$ cat config.mk
export PLATFORM = sky130hd
export DESIGN_NAME = sevenseg_scan
export DESIGN_NICKNAME = d
export VERILOG_FILES = /design/src/rtl/sevenseg_pkg.sv /design/src/rtl/sevenseg_prescaler.sv /design/src/rtl/sevenseg_scan.sv
export SDC_FILE = /design/constraint.sdc
export NUM_CORES = 1
export LEC_CHECK = 0
export BUFFER_PORTS_ARGS = -buffer_cell sky130_fd_sc_hd__buf_2
export CAP_MARGIN = 20
export CORE_UTILIZATION = 40
export DETAILED_ROUTE_END_ITERATION = 8
export GPL_TIMING_DRIVEN = 0
export PLACE_DENSITY_LB_ADDON = 0.1
export SYNTH_ARGS = -nofsm -noshare
export SYNTH_HDL_FRONTEND = slang
export SYNTH_SLANG_ARGS = --single-unit
$ cat constraint.sdc
create_clock -name clk -period 6.7 [get_ports clk]
set_input_delay 1.005 -clock clk [delete_from_list [all_inputs] [get_ports clk]]
set_output_delay 1.005 -clock clk [all_outputs]
set_load 0.01 [all_outputs]
$ cat src/rtl/sevenseg_pkg.sv
// Shared seven-segment types, blank constant and hex decoder.
// Segment order is {a,b,c,d,e,f,g} = seg[6:0], active-high.
package sevenseg_pkg;

  typedef logic [6:0] seg_t;

  localparam seg_t SEG_BLANK = 7'b0000000;

  function automatic seg_t hex_decode(input logic [3:0] nib);
    seg_t seg;
    case (nib)
      4'h0:    seg = 7'b1111110;
      4'h1:    seg = 7'b0110000;
      4'h2:    seg = 7'b1101101;
      4'h3:    seg = 7'b1111001;
      4'h4:    seg = 7'b0110011;
      4'h5:    seg = 7'b1011011;
      4'h6:    seg = 7'b1011111;
      4'h7:    seg = 7'b1110000;
      4'h8:    seg = 7'b1111111;
      4'h9:    seg = 7'b1110011;
      4'hA:    seg = 7'b1110111;
      4'hB:    seg = 7'b0011111;
      4'hC:    seg = 7'b1001110;
      4'hD:    seg = 7'b0111101;
      4'hE:    seg = 7'b1001111;
      4'hF:    seg = 7'b1000111;
      default: seg = SEG_BLANK;
    endcase
    return seg;
  endfunction

endpackage

$ cat src/rtl/sevenseg_prescaler.sv
// Dwell prescaler: counts 0..CLK_DIV-1 and flags the last count with a
// one-cycle tick. CLK_DIV must be at least 2.
module sevenseg_prescaler
  import sevenseg_pkg::*;
#(
  parameter int CLK_DIV = 50000
) (
  input  logic clk,
  input  logic reset,
  output logic tick
);

  localparam int CNT_W = $clog2(CLK_DIV);

  logic [CNT_W-1:0] cnt_q;
  logic [CNT_W-1:0] cnt_d;

  // Next count and terminal-count tick.
  always_comb begin
    tick = (cnt_q == CNT_W'(CLK_DIV - 1));
    if (tick) begin
      cnt_d = '0;
    end else begin
      cnt_d = cnt_q + CNT_W'(1);
    end
  end

  // Count register.
  always_ff @(posedge clk or posedge reset) begin
    if (reset) begin
      cnt_q <= '0;
    end else begin
      cnt_q <= cnt_d;
    end
  end

endmodule

$ cat src/rtl/sevenseg_scan.sv
// Time-multiplexed seven-segment scanner with a double-buffered display.
// Define SEVENSEG_LZB_EN to blank leading zeros (digit 0 always lit).
module sevenseg_scan
  import sevenseg_pkg::*;
#(
  parameter int NDIGITS = 4,
  parameter int CLK_DIV = 50000
) (
  input  logic                   clk,
  input  logic                   reset,
  input  logic                   load,
  input  logic [4*NDIGITS-1:0]   data,
  input  logic [NDIGITS-1:0]     dp_in,
  output logic [6:0]             segments,
  output logic                   dp,
  output logic [NDIGITS-1:0]     anode,
  output logic                   frame,
  output logic                   pending
);

  localparam int IDX_W = (NDIGITS > 1) ? $clog2(NDIGITS) : 1;

  logic                 tick_s;
  logic                 wrap_s;
  logic [3:0]           cur_nib_s;
  logic                 cur_dp_s;
  logic                 blank_s;

  logic [IDX_W-1:0]     idx_q, idx_d;
  logic [4*NDIGITS-1:0] disp_data_q, disp_data_d;
  logic [NDIGITS-1:0]   disp_dp_q, disp_dp_d;
  logic [4*NDIGITS-1:0] pend_data_q, pend_data_d;
  logic [NDIGITS-1:0]   pend_dp_q, pend_dp_d;
  logic                 pending_q, pending_d;
  seg_t                 segments_q, segments_d;
  logic                 dp_q, dp_d;
  logic [NDIGITS-1:0]   anode_q, anode_d;
  logic                 frame_q, frame_d;

  sevenseg_prescaler #(
    .CLK_DIV (CLK_DIV)
  ) u_prescaler (
    .clk   (clk),
    .reset (reset),
    .tick  (tick_s)
  );

  // Scan index, buffer hand-off and pending flag.
  always_comb begin
    wrap_s      = tick_s && (idx_q == IDX_W'(NDIGITS - 1));
    disp_data_d = disp_data_q;
    disp_dp_d   = disp_dp_q;
    pend_data_d = pend_data_q;
    pend_dp_d   = pend_dp_q;
    pending_d   = pending_q;

    if (wrap_s) begin
      idx_d = '0;
    end else if (tick_s) begin
      idx_d = idx_q + IDX_W'(1);
    end else begin
      idx_d = idx_q;
    end

    // A load landing on the wrap bypasses the pending buffer entirely.
    if (load && wrap_s) begin
      disp_data_d = data;
      disp_dp_d   = dp_in;
      pending_d   = 1'b0;
    end else if (load) begin
      pend_data_d = data;
      pend_dp_d   = dp_in;
      pending_d   = 1'b1;
    end else if (wrap_s && pending_q) begin
      disp_data_d = pend_data_q;
      disp_dp_d   = pend_dp_q;
      pending_d   = 1'b0;
    end else begin
      pending_d   = pending_q;
    end
  end

  // Output values for the digit that will be enabled after this edge.
  always_comb begin
    cur_nib_s = 4'h0;
    cur_dp_s  = 1'b0;
    anode_d   = '0;
    for (int i = 0; i < NDIGITS; i++) begin
      anode_d[i] = (idx_d == IDX_W'(i));
      cur_nib_s  = cur_nib_s | ({4{anode_d[i]}} & disp_data_d[4*i +: 4]);
      cur_dp_s   = cur_dp_s | (anode_d[i] & disp_dp_d[i]);
    end
`ifdef SEVENSEG_LZB_EN
    blank_s = 1'b0;
    begin : lzb
      logic zero_run_s;
      zero_run_s = 1'b1;
      for (int i = NDIGITS - 1; i >= 0; i--) begin
        zero_run_s = zero_run_s & (disp_data_d[4*i +: 4] == 4'h0);
        blank_s    = blank_s | (anode_d[i] & zero_run_s & (i > 0));
      end
    end
`else
    blank_s = 1'b0;
`endif
    segments_d = blank_s ? SEG_BLANK : hex_decode(cur_nib_s);
    dp_d       = cur_dp_s;
    frame_d    = wrap_s;
  end

  // State and output registers.
  always_ff @(posedge clk or posedge reset) begin
    if (reset) begin
      idx_q       <= '0;
      disp_data_q <= '0;
      disp_dp_q   <= '0;
      pend_data_q <= '0;
      pend_dp_q   <= '0;
      pending_q   <= 1'b0;
      segments_q  <= SEG_BLANK;
      dp_q        <= 1'b0;
      anode_q     <= '0;
      frame_q     <= 1'b0;
    end else begin
      idx_q       <= idx_d;
      disp_data_q <= disp_data_d;
      disp_dp_q   <= disp_dp_d;
      pend_data_q <= pend_data_d;
      pend_dp_q   <= pend_dp_d;
      pending_q   <= pending_d;
      segments_q  <= segments_d;
      dp_q        <= dp_d;
      anode_q     <= anode_d;
      frame_q     <= frame_d;
    end
  end

  assign segments = segments_q;
  assign dp       = dp_q;
  assign anode    = anode_q;
  assign frame    = frame_q;
  assign pending  = pending_q;

endmodule
**Yosys cells after proc, flatten, opt, wreduce, memory -nomap -nowiden**

Memories as Yosys holds them, arrays and structs flattened. A register that Yosys moved wholly into a read port is not among the register bits.
Index checks and enable logic that the tools add are counted.

- Register bits after elaboration: 65
- Bits in read-only memories: 112
- Logic and storage cells: 51
- Memories: 1

- Add/subtract/negate cells: 2
- Eq/ne operators: 5
- Mux-type cells: 12
- Bitwise logic cells: 15
- Reductions and logical operators: 6

Memory list:

| memory | depth | width | rd ports | clocked after Yosys merged registers in | wr ports | RTL line | source |
|---|---|---|---|---|---|---|---|
| (name not given) | 16 | 7 | 1 | 1 | 0 | sevenseg_pkg.sv:11 | `case (nib)` |

Operator list:

| kind | number |
|---|---|
| two-way mux 16 bit | 4 |
| adder 16 x 1 -> 16 bit, second input constant | 1 |
| bitwise AND 4 bit | 4 |
| == test 16 bit, second input constant | 1 |
| two-way mux 4 bit | 3 |
| bitwise OR 4 bit | 3 |
| == test 2 bit, second input constant | 3 |
| bitwise AND 1 bit | 4 |
| two-way mux 2 bit | 2 |
| logical AND 1 bit | 3 |
| two-way mux 1 bit | 3 |
| bitwise OR 1 bit | 3 |
| nonzero test 3 bit | 1 |
| adder 2 x 1 -> 2 bit, second input constant | 1 |
| == test 2 x 1 -> 1 bit, second input constant | 1 |
| zero test 2 bit | 1 |
| AND reduction 2 bit | 1 |
| NOT 1 bit | 1 |

**Longest topological paths before layout**

Gate-level depths: netlist (run 1).

- Depth in word-level cells: 10
- Gate-level depth with buffers: 16
- Depth with buffers taken out: 14

**Hierarchy**

A second synthesis (run 1) with hierarchy kept.

- Cells, all modules: 291
- Area total of the unflattened synthesis: 3445.8 um^2

By module, submodules not included:

| module | times used | cells an instance | area an instance (um^2) |
|---|---|---|---|
| sevenseg_scan | 1 | 223 | 2688.8 |
| sevenseg_prescaler | 1 | 68 | 757.0 |

**Worst setup path after synthesis (run 1)**

Ideal clock, no wire load.

- Path kind: register -> register
- From: register u_prescaler.cnt_q[7]
- To: register segments_q[3], in the netlist segments[3]
- Arrival time: 3.540 ns
- Required time: 6.620 ns
- Slack: 3.080 ns
- Cell stages (with the launch flop): 15
- Path buffers: 2
- Clock period less this slack: 3.620 ns
- Path through: dfrtp_1 or4b_4 nor4_4 buf_6 mux2i_2 inv_1 nand2_1 inv_1 a22oi_1 and3_1 clkbuf_1 inv_1 ha_1 mux2_2 o211ai_2

RTL lines:

| element | RTL line | source |
|---|---|---|
| from (decl) | sevenseg_prescaler.sv:15 | `logic [CNT_W-1:0] cnt_q;` |
| from (signal assigned) | sevenseg_prescaler.sv:33 | `cnt_q <= cnt_d;` |
| == test 16 bit * | sevenseg_prescaler.sv:20 | `tick = (cnt_q == CNT_W'(CLK_DIV - 1));` |
| two-way mux 2 bit / logical AND 1 bit (equally long branches) | sevenseg_scan.sv:59, sevenseg_scan.sv:50 |  |
| two-way mux 2 bit * | sevenseg_scan.sv:57 | `if (wrap_s) begin` |
| via idx_d[1] | sevenseg_scan.sv:29 | `logic [IDX_W-1:0] idx_q, idx_d;` |
| == test 2 bit * | sevenseg_scan.sv:89 | `anode_d[i] = (idx_d == IDX_W'(i));` |
| via anode_d[2] | sevenseg_scan.sv:37 | `logic [NDIGITS-1:0] anode_q, anode_d;` |
| bitwise AND 4 bit * | sevenseg_scan.sv:90 | `cur_nib_s = cur_nib_s \| ({4{anode_d[i]}} & disp_data_d[4*i +: 4]);` |
| bitwise OR 4 bit * (2 in a row) | sevenseg_scan.sv:90 |  |
| to (decl) | sevenseg_scan.sv:35 | `seg_t segments_q, segments_d;` |

Mark *: on every way through the listed nets, which the timed path passes. The rest lies on a longest branch.
A chain may end at the register's enable or synchronous reset.

**Worst setup path in the final report (run 1)**

Same ends and word-level chain as after synthesis.

==> out/results.ini, run 1 <==
[floorplanning]
die_height_um=96.10
start_util_pct=42.26
io_pins=37
num_rows=33
core_region_area_um2=8382
die_area_um2=9235
die_width_um=96.10

[sta]
fin_crit_ns=4.134
slew_of_the_pin_with_the_lowest_slew_margin_ns=0.6801
fin_crit_sh_pct=61.71
report.final.hold_viol_count=0
grt_setup_unrepaired=false
slew_headroom_pct=54.66
timing.final.setup_violations=0
fin_skew_ns=0.009366
slew_viol_final=0
hold-worst-slack_ns=0.4576
fin_setup_tns_ns=0
fmax_mhz=241.9

[clock_tree]
cts.hold.buffers_added=0
clock-root-buffer=sky130_fd_sc_hd__clkbuf_8
worst_setup_hold_path_clk_slew_ns=0.08
cts-resized-gates=0
cts_sinks=72
cts_max_path_buffers=2
tritoncts=yes
cts_buf_count=9
cts.repair_timing.setup_buffer_count=0
cts_h_tree_depth=3
clk-insertion-delay-late_ns=0.35

[logic_synthesis]
synth_cells=333
async_reset_ff_share_pct=100.0
synthesis.area_per_instance_um2=10.64
seq_area_frac_synth_pct=50.87
mappedNetlistNets=365
synth_ff_type=sky130_fd_sc_hd__dfrtp_1
synth.lib_cells_used.distinct=52
post-synth-top-area-cell=sky130_fd_sc_hd__dfrtp_1
syn-cell-area_um2=3542
top_post_synthesis_cells_by_area=sky130_fd_sc_hd__dfrtp_1 (51%), sky130_fd_sc_hd__mux2_2 (6.7%), sky130_fd_sc_hd__nand3_1 (4.0%), sky130_fd_sc_hd__nor2_1 (3.9%), sky130_fd_sc_hd__ha_1 (3.2%)
yosysTopAreaCellShare_pct=50.87
postSynthRegisterBits=72
ys.warnings.count=0
synth-edff-count=0

[detailed_routing]
detail_route.drc_violations=0
vias_after_detailed_routing=2586
drtPass1Iterations=4
antenna_violating_nets_post_route=0
first_iter_violations=108
drt-vias-per-instance=5.267
routedWlPerCell_um=15.57
finalWirelength_mm=7.646

[cells_and_area]
synth_to_final_area_change_pct=15.61
nets=413
final_cell_mix=sky130_fd_sc_hd__dfrtp_1 (72), sky130_fd_sc_hd__buf_2 (39), sky130_fd_sc_hd__nor2_1 (37), sky130_fd_sc_hd__nand3_1 (28), sky130_fd_sc_hd__nand2_1 (27)
diodes=0
layout_commonest_cell=sky130_fd_sc_hd__dfrtp_1
final_layout_size_suffix_gt1_share_pct=25.13
layout.cells.non_filler=491

[grt]
grt_util_all_layers_pct=18.56
overflow=0
via_count_of_the_first_global_routing_pass=2468
antenna_found_initial=0
grt_max_degree=60
grt_first_pass_wirelength_mm=12.66

[power]
power_density_nw_per_um2=211.7
p_leak_nw=1.878
max-vdd-ir-drop_uv=117.1

[worst_setup_path]
cpPeakStageDelay_ns=0.58
end_kind=register
critPathKind=reg2reg
timing.critical_path.fanout_max=10
cpMaxStageDelayCell=sky130_fd_sc_hd__or4b_4
worst-endpoint-arrival_ns=4.41
cp.required_ns=6.98
critical_path.most_common_cell=sky130_fd_sc_hd__inv_1
worst_path_cell_chain=or4b_4 > nor4_4 > buf_6 > mux2i_2 > inv_1 > nand2_1 > inv_1 > a22oi_1 > and3_1 > clkbuf_1 > inv_1 > ha_1 > mux2_2 > o211ai_2
timing.critical_path.from_type=register

[place]
place.port_buffers=36
dp_hpwl_mm=5.215
gpl.final_weighted_congestion=0.7725
placed_cells_incl_taps=475

[job]
cap_viol_max_count=0

[min_path]
classification_of_the_worst_slack_hold_path=reg2reg

[run_status]
run_status=completed

-- area by class of cell --
class | instances | area (µm²)
inverters | 17 | 66.31
fillers | 806 | 4287
clock inverters | 6 | 83.83
repair buffers | 37 | 207.7
flip-flops and latches | 72 | 1802
well taps | 105 | 131.4
multi-input cells | 227 | 1583
plain buffers | 17 | 93.84
clock buffers | 10 | 127.6
-- registers in the layout (all words and copies together) (netlist names) --
name               count
idx_q                  2
frame                  1
disp_data_q           16
u_prescaler.cnt_q     16
pending                1
disp_dp_q              4
anode                  4
segments               7
dp                     1
pend_data_q           16
pend_dp_q              4
-- Yosys cell counts (4+ instances only) --
cell type	number
sky130_fd_sc_hd__dfrtp_1	72
sky130_fd_sc_hd__nor2_1	37
sky130_fd_sc_hd__nand3_1	28
sky130_fd_sc_hd__nand2_1	27
sky130_fd_sc_hd__mux2_2	21
sky130_fd_sc_hd__inv_1	16
sky130_fd_sc_hd__a32oi_1	11
sky130_fd_sc_hd__clkbuf_1	9
sky130_fd_sc_hd__ha_1	9
sky130_fd_sc_hd__o21ai_0	9
sky130_fd_sc_hd__a21oi_1	7
sky130_fd_sc_hd__o22ai_1	7
sky130_fd_sc_hd__xor2_1	7
sky130_fd_sc_hd__xnor2_1	6
sky130_fd_sc_hd__and3_1	5
sky130_fd_sc_hd__nor3_1	5
sky130_fd_sc_hd__mux2i_1	4
sky130_fd_sc_hd__nor2b_1	4
sky130_fd_sc_hd__nor3b_1	4
sky130_fd_sc_hd__o221a_2	4
-- power breakdown --
group | leakage (nW) | internal (mW) | switching, mW
combinational | 0.918 | 0.0186 | 0.0224
clock | 0.110 | 0.208 | 0.165
sequential | 0.850 | 0.447 | 0.00622
total | 1.88 | 0.674 | 0.193
-- final timing paths --
kind / endpoint / from / depth (start not counted) / slack, ns
worst min register to register: u_prescaler.cnt_q[0]$_DFF_PP0_ / u_prescaler.cnt_q[0]$_DFF_PP0_ / 1 / 0.46
worst min-delay path: u_prescaler.cnt_q[0]$_DFF_PP0_ / u_prescaler.cnt_q[0]$_DFF_PP0_ / 1 / 0.46
min in group asynchronous: segments[3]$_DFF_PP0_ / reset / 2 / 0.57
max in group asynchronous: disp_data_q[10]$_DFF_PP0_ / reset / 3 / 5.59
worst max register to register: segments[3]$_DFF_PP0_ / u_prescaler.cnt_q[7]$_DFF_PP0_ / 14 / 2.57
worst max-delay path: segments[3]$_DFF_PP0_ / u_prescaler.cnt_q[7]$_DFF_PP0_ / 14 / 2.57
-- metrics by stage --
step | setup slack (ns) | util [%] | cell area, µm² | power, mW
after floorplan | 3.080 | - | 3542 | 0.4840
after global placement | 2.513 | 45.98 | 3854 | 0.5006
after detailed placement | 2.558 | 46.34 | 3884 | 0.5042
after CTS | 2.513 | 48.86 | 4095 | 0.8817
after global routing | 2.246 | 48.86 | 4095 | 0.9031
final | 2.566 | 48.86 | 4095 | 0.8670
-- routing by layer --
layer,global-route usage (%),share of wire [%]
met3,5.529,3.5
met1,26.04,50
met2,27.96,45
met4,4.851,1.1
met5,0,0
-- critical path: cells and delay by family (launching register included) --
| kind | cells | cell delay [ns] |
|---|---|---|
| simple gates | 4 | 1.25 |
| buf+inv | 5 | 0.93 |
| mux | 2 | 0.77 |
| flops | 1 | 0.43 |
| fa+ha+maj | 1 | 0.37 |
| compound gates | 2 | 0.32 |
-- cells by family (layout without fill, tap and decap cells) --
logic type | count (synthesis) | count (layout) | share of synthesized area [%]
buf+inv | 34 | 87 | 4.450
flops | 72 | 72 | 50.87
xor+xnor | 13 | 13 | 3.214
compound gates | 54 | 54 | 11.90
mux | 27 | 27 | 8.619
fa+ha+maj | 9 | 9 | 3.179
simple gates | 124 | 124 | 17.77
Note: power is estimated with default switching activity, not from simulation.
==> run 2: changes to the inputs <==
==> constraint.sdc (replaced) <==
create_clock -name clk -period 3.6 [get_ports clk]
set_input_delay 0.54 -clock clk [delete_from_list [all_inputs] [get_ports clk]]
set_output_delay 0.54 -clock clk [all_outputs]
set_load 0.01 [all_outputs]
==> out/results.ini, run 2 (same netlist as run 1, synthesis figures left out) <==
[run_status]
run_status=completed

[cells_and_area]
layout_commonest_cell=sky130_fd_sc_hd__dfrtp_1
fillCellCount=772  ; -4.2%
synth_to_final_area_change_pct=21.76
largestRegisters=disp_data_q: 16 flops, pend_data_q: 16 flops, u_prescaler.cnt_q: 16 flops
diodes=0  ; unchanged
nets=426  ; +3.1%
final_cell_mix=sky130_fd_sc_hd__dfrtp_1 (70), sky130_fd_sc_hd__buf_2 (38), sky130_fd_sc_hd__nor2_1 (37), sky130_fd_sc_hd__nand3_1 (28), sky130_fd_sc_hd__nand2_1 (26)
finish.utilization_pct=51.46  ; +2.6 points
final_layout_size_suffix_gt1_share_pct=30.83  ; +5.7 points

[floorplanning]
core_region_area_um2=8382  ; unchanged
die_area_um2=9235  ; unchanged
num_rows=33  ; unchanged
start_util_pct=42.26  ; unchanged
io_pins=37  ; unchanged
die_height_um=96.10  ; unchanged
die_width_um=96.10  ; unchanged

[grt]
overflow=0  ; unchanged
grt_util_all_layers_pct=18.42  ; -0.14 points
grt_first_pass_wirelength_mm=12.63  ; -0.22%
antenna_found_initial=1  ; +1
grt_max_degree=56  ; -6.7%
via_count_of_the_first_global_routing_pass=2566  ; +4.0%

[clock_tree]
cts_buf_count=9  ; unchanged
tritoncts=yes
cts_sinks=72  ; unchanged
cts_max_path_buffers=2  ; unchanged
cts_h_tree_depth=3  ; unchanged
clock-root-buffer=sky130_fd_sc_hd__clkbuf_8
cts.hold.buffers_added=0  ; unchanged
worst_setup_hold_path_clk_slew_ns=0.08  ; about the same
clk-insertion-delay-late_ns=0.34  ; about the same

[place]
place.port_buffers=36  ; unchanged
gpl.final_weighted_congestion=0.7958  ; +3.0%
dp_worst_setup_slack_ns=-0.4422  ; -3.001 ns
dp_hpwl_mm=5.335  ; +2.3%

[sta]
timing.final.setup_violations=0  ; unchanged
fin_skew_ns=0.01507  ; +0.005703 ns
fin_crit_sh_pct=96.99  ; +35 points
slew_headroom_pct=53.51  ; -1.1 points
hold-worst-slack_ns=0.1300  ; -0.3276 ns
fin_crit_ns=3.491  ; -0.6429 ns
fin_ws_ns=0.1085  ; -2.457 ns
slew_of_the_pin_with_the_lowest_slew_margin_ns=0.6974  ; +0.01721 ns
fmax_mhz=286.4  ; +18%
slew_viol_final=0  ; unchanged
report.final.hold_viol_count=0  ; unchanged

[detailed_routing]
highest_layer=met4
finalWirelength_mm=7.928  ; +3.7%
vias_after_detailed_routing=2707  ; +4.7%
drt-vias-per-instance=5.371  ; +2.0%
antenna_violating_nets_post_route=0  ; unchanged
wl_met1_mm=3.822  ; about the same
met3RoutedLength_um=307  ; +16%
routedWlPerCell_um=15.73  ; +1.0%
dr_wl_met2_mm=3.643  ; +4.7%
drtPass1Iterations=5  ; +1
detail_route.drc_violations=0  ; unchanged
first_iter_violations=93  ; -14%

[worst_setup_path]
worst-r2r-setup-slack_ns=0.11  ; -2.46 ns
cpLargestDelayFamily=simple AND/OR/NAND/NOR gates
cpPeakStageDelay_ns=0.57  ; about the same
end_kind=register
cp.required_ns=3.86  ; -3.12 ns
critPathKind=reg2reg
rr_endpoint=segments[3]$_DFF_PP0_
rr_worst_depth=12  ; -2
worst-endpoint-arrival_ns=3.75  ; -0.66 ns
cpMaxStageDelayCell=sky130_fd_sc_hd__or4b_1
timing.critical_path.from_type=register
timing.critical_path.fanout_max=10  ; unchanged
worst_path_cell_chain=buf_4 > or4b_1 > or4_1 > buf_2 > nand2_1 > nand3_1 > a22oi_1 > and3_4 > inv_1 > ha_4 > mux2_2 > o211ai_2
buffers_plus_inverters_on_the_worst_setup_path=3  ; -2
critical_path.reg2reg.startpoint=u_prescaler.cnt_q[4]$_DFF_PP0_

[power]
p_leak_nw=1.992  ; +6.1%
power_density_nw_per_um2=385.4  ; +82%
max-vdd-ir-drop_uv=175.7  ; +50%

[job]
cap_viol_max_count=0  ; unchanged

[min_path]
classification_of_the_worst_slack_hold_path=in2async

-- run 2: cell types whose count changed in the layout (fill, tap and decap cells not counted), sizes merged --
cell | previous run | this run
clkbuf | 19 | 18
buf | 45 | 60
clkinv | 4 | 3
-- run 2: layout make-up --
class	count	area (µm²)	area share (%)
plain buffers	16	100.1	2.321
inverters	17	66.31	1.538
well taps	105	131.4	3.046
clock inverters	5	78.83	1.828
repair buffers	51	312.8	7.253
multi-input cells	227	1668	38.67
flip-flops and latches	72	1804	41.83
clock buffers	11	151.4	3.510
-- run 2: worst max-delay path by stage --
| stage | start | end | slack (ns) | cells after the start |
|---|---|---|---|---|
| 6_report | u_prescaler.cnt_q[4]$_DFF_PP0_ | segments[3]$_DFF_PP0_ | 0.11 | 12 |
| 5_1_grt | u_prescaler.cnt_q[4]$_DFF_PP0_ | segments[3]$_DFF_PP0_ | -0.006 | 13 |
| 4_1_cts | u_prescaler.cnt_q[4]$_DFF_PP0_ | segments[3]$_DFF_PP0_ | 0.001 | 12 |
| 3_5_place_dp | u_prescaler.cnt_q[7]$_DFF_PP0_ | segments[3]$_DFF_PP0_ | -0.44 | 14 |
| 3_3_place_gp | u_prescaler.cnt_q[7]$_DFF_PP0_ | segments[3]$_DFF_PP0_ | -0.42 | 14 |
| 2_1_floorplan | u_prescaler.cnt_q[7]$_DFF_PP0_ | segments[3]$_DFF_PP0_ | 0.05 | 14 |
-- run 2: metal layers --
metal	global-route usage (%)	vias to the layer above
li1	-	1307
met3	3.712	15
met4	8.085	0
met1	25.54	1329
met5	0	-
met2	27.84	56
-- run 2: metrics by stage --
step,setup TNS [ns],area [µm²],cells,total power [mW]
2_1_floorplan,0,3551,333,0.9008
3_3_place_gp,-1.481,3862,474,0.9311
3_5_place_dp,-1.578,3892,475,0.9380
4_1_cts,0,4195,495,1.683
5_1_grt,-0.005516,4313,504,1.727
6_report,0,4313,504,1.662
-- run 2: worst register-to-register path, delay by kind of cell (launching register included) --
kind	cells	cell delay, ns
AND/OR/NAND/NOR	5	1.56
buffers and inverters	3	0.45
flip-flops	1	0.44
AO/OA/AOI/OAI	2	0.32
multiplexers	1	0.33
adder cells (fa/ha/maj)	1	0.29
-- run 2: repair_timing --
item	CTS	global route
hold endpoints to repair	0	0
gates resized for setup	12	9
pin swaps	2	5
setup endpoints to repair	7	5
buffers inserted	5	9
-- run 2: report_power, final --
group          switching, mW  total [mW]  internal [mW]  leakage [nW]
Clock                  0.314       0.742          0.427         0.119
Sequential            0.0117       0.843          0.831         0.848
Combinational         0.0432      0.0778         0.0347          1.03
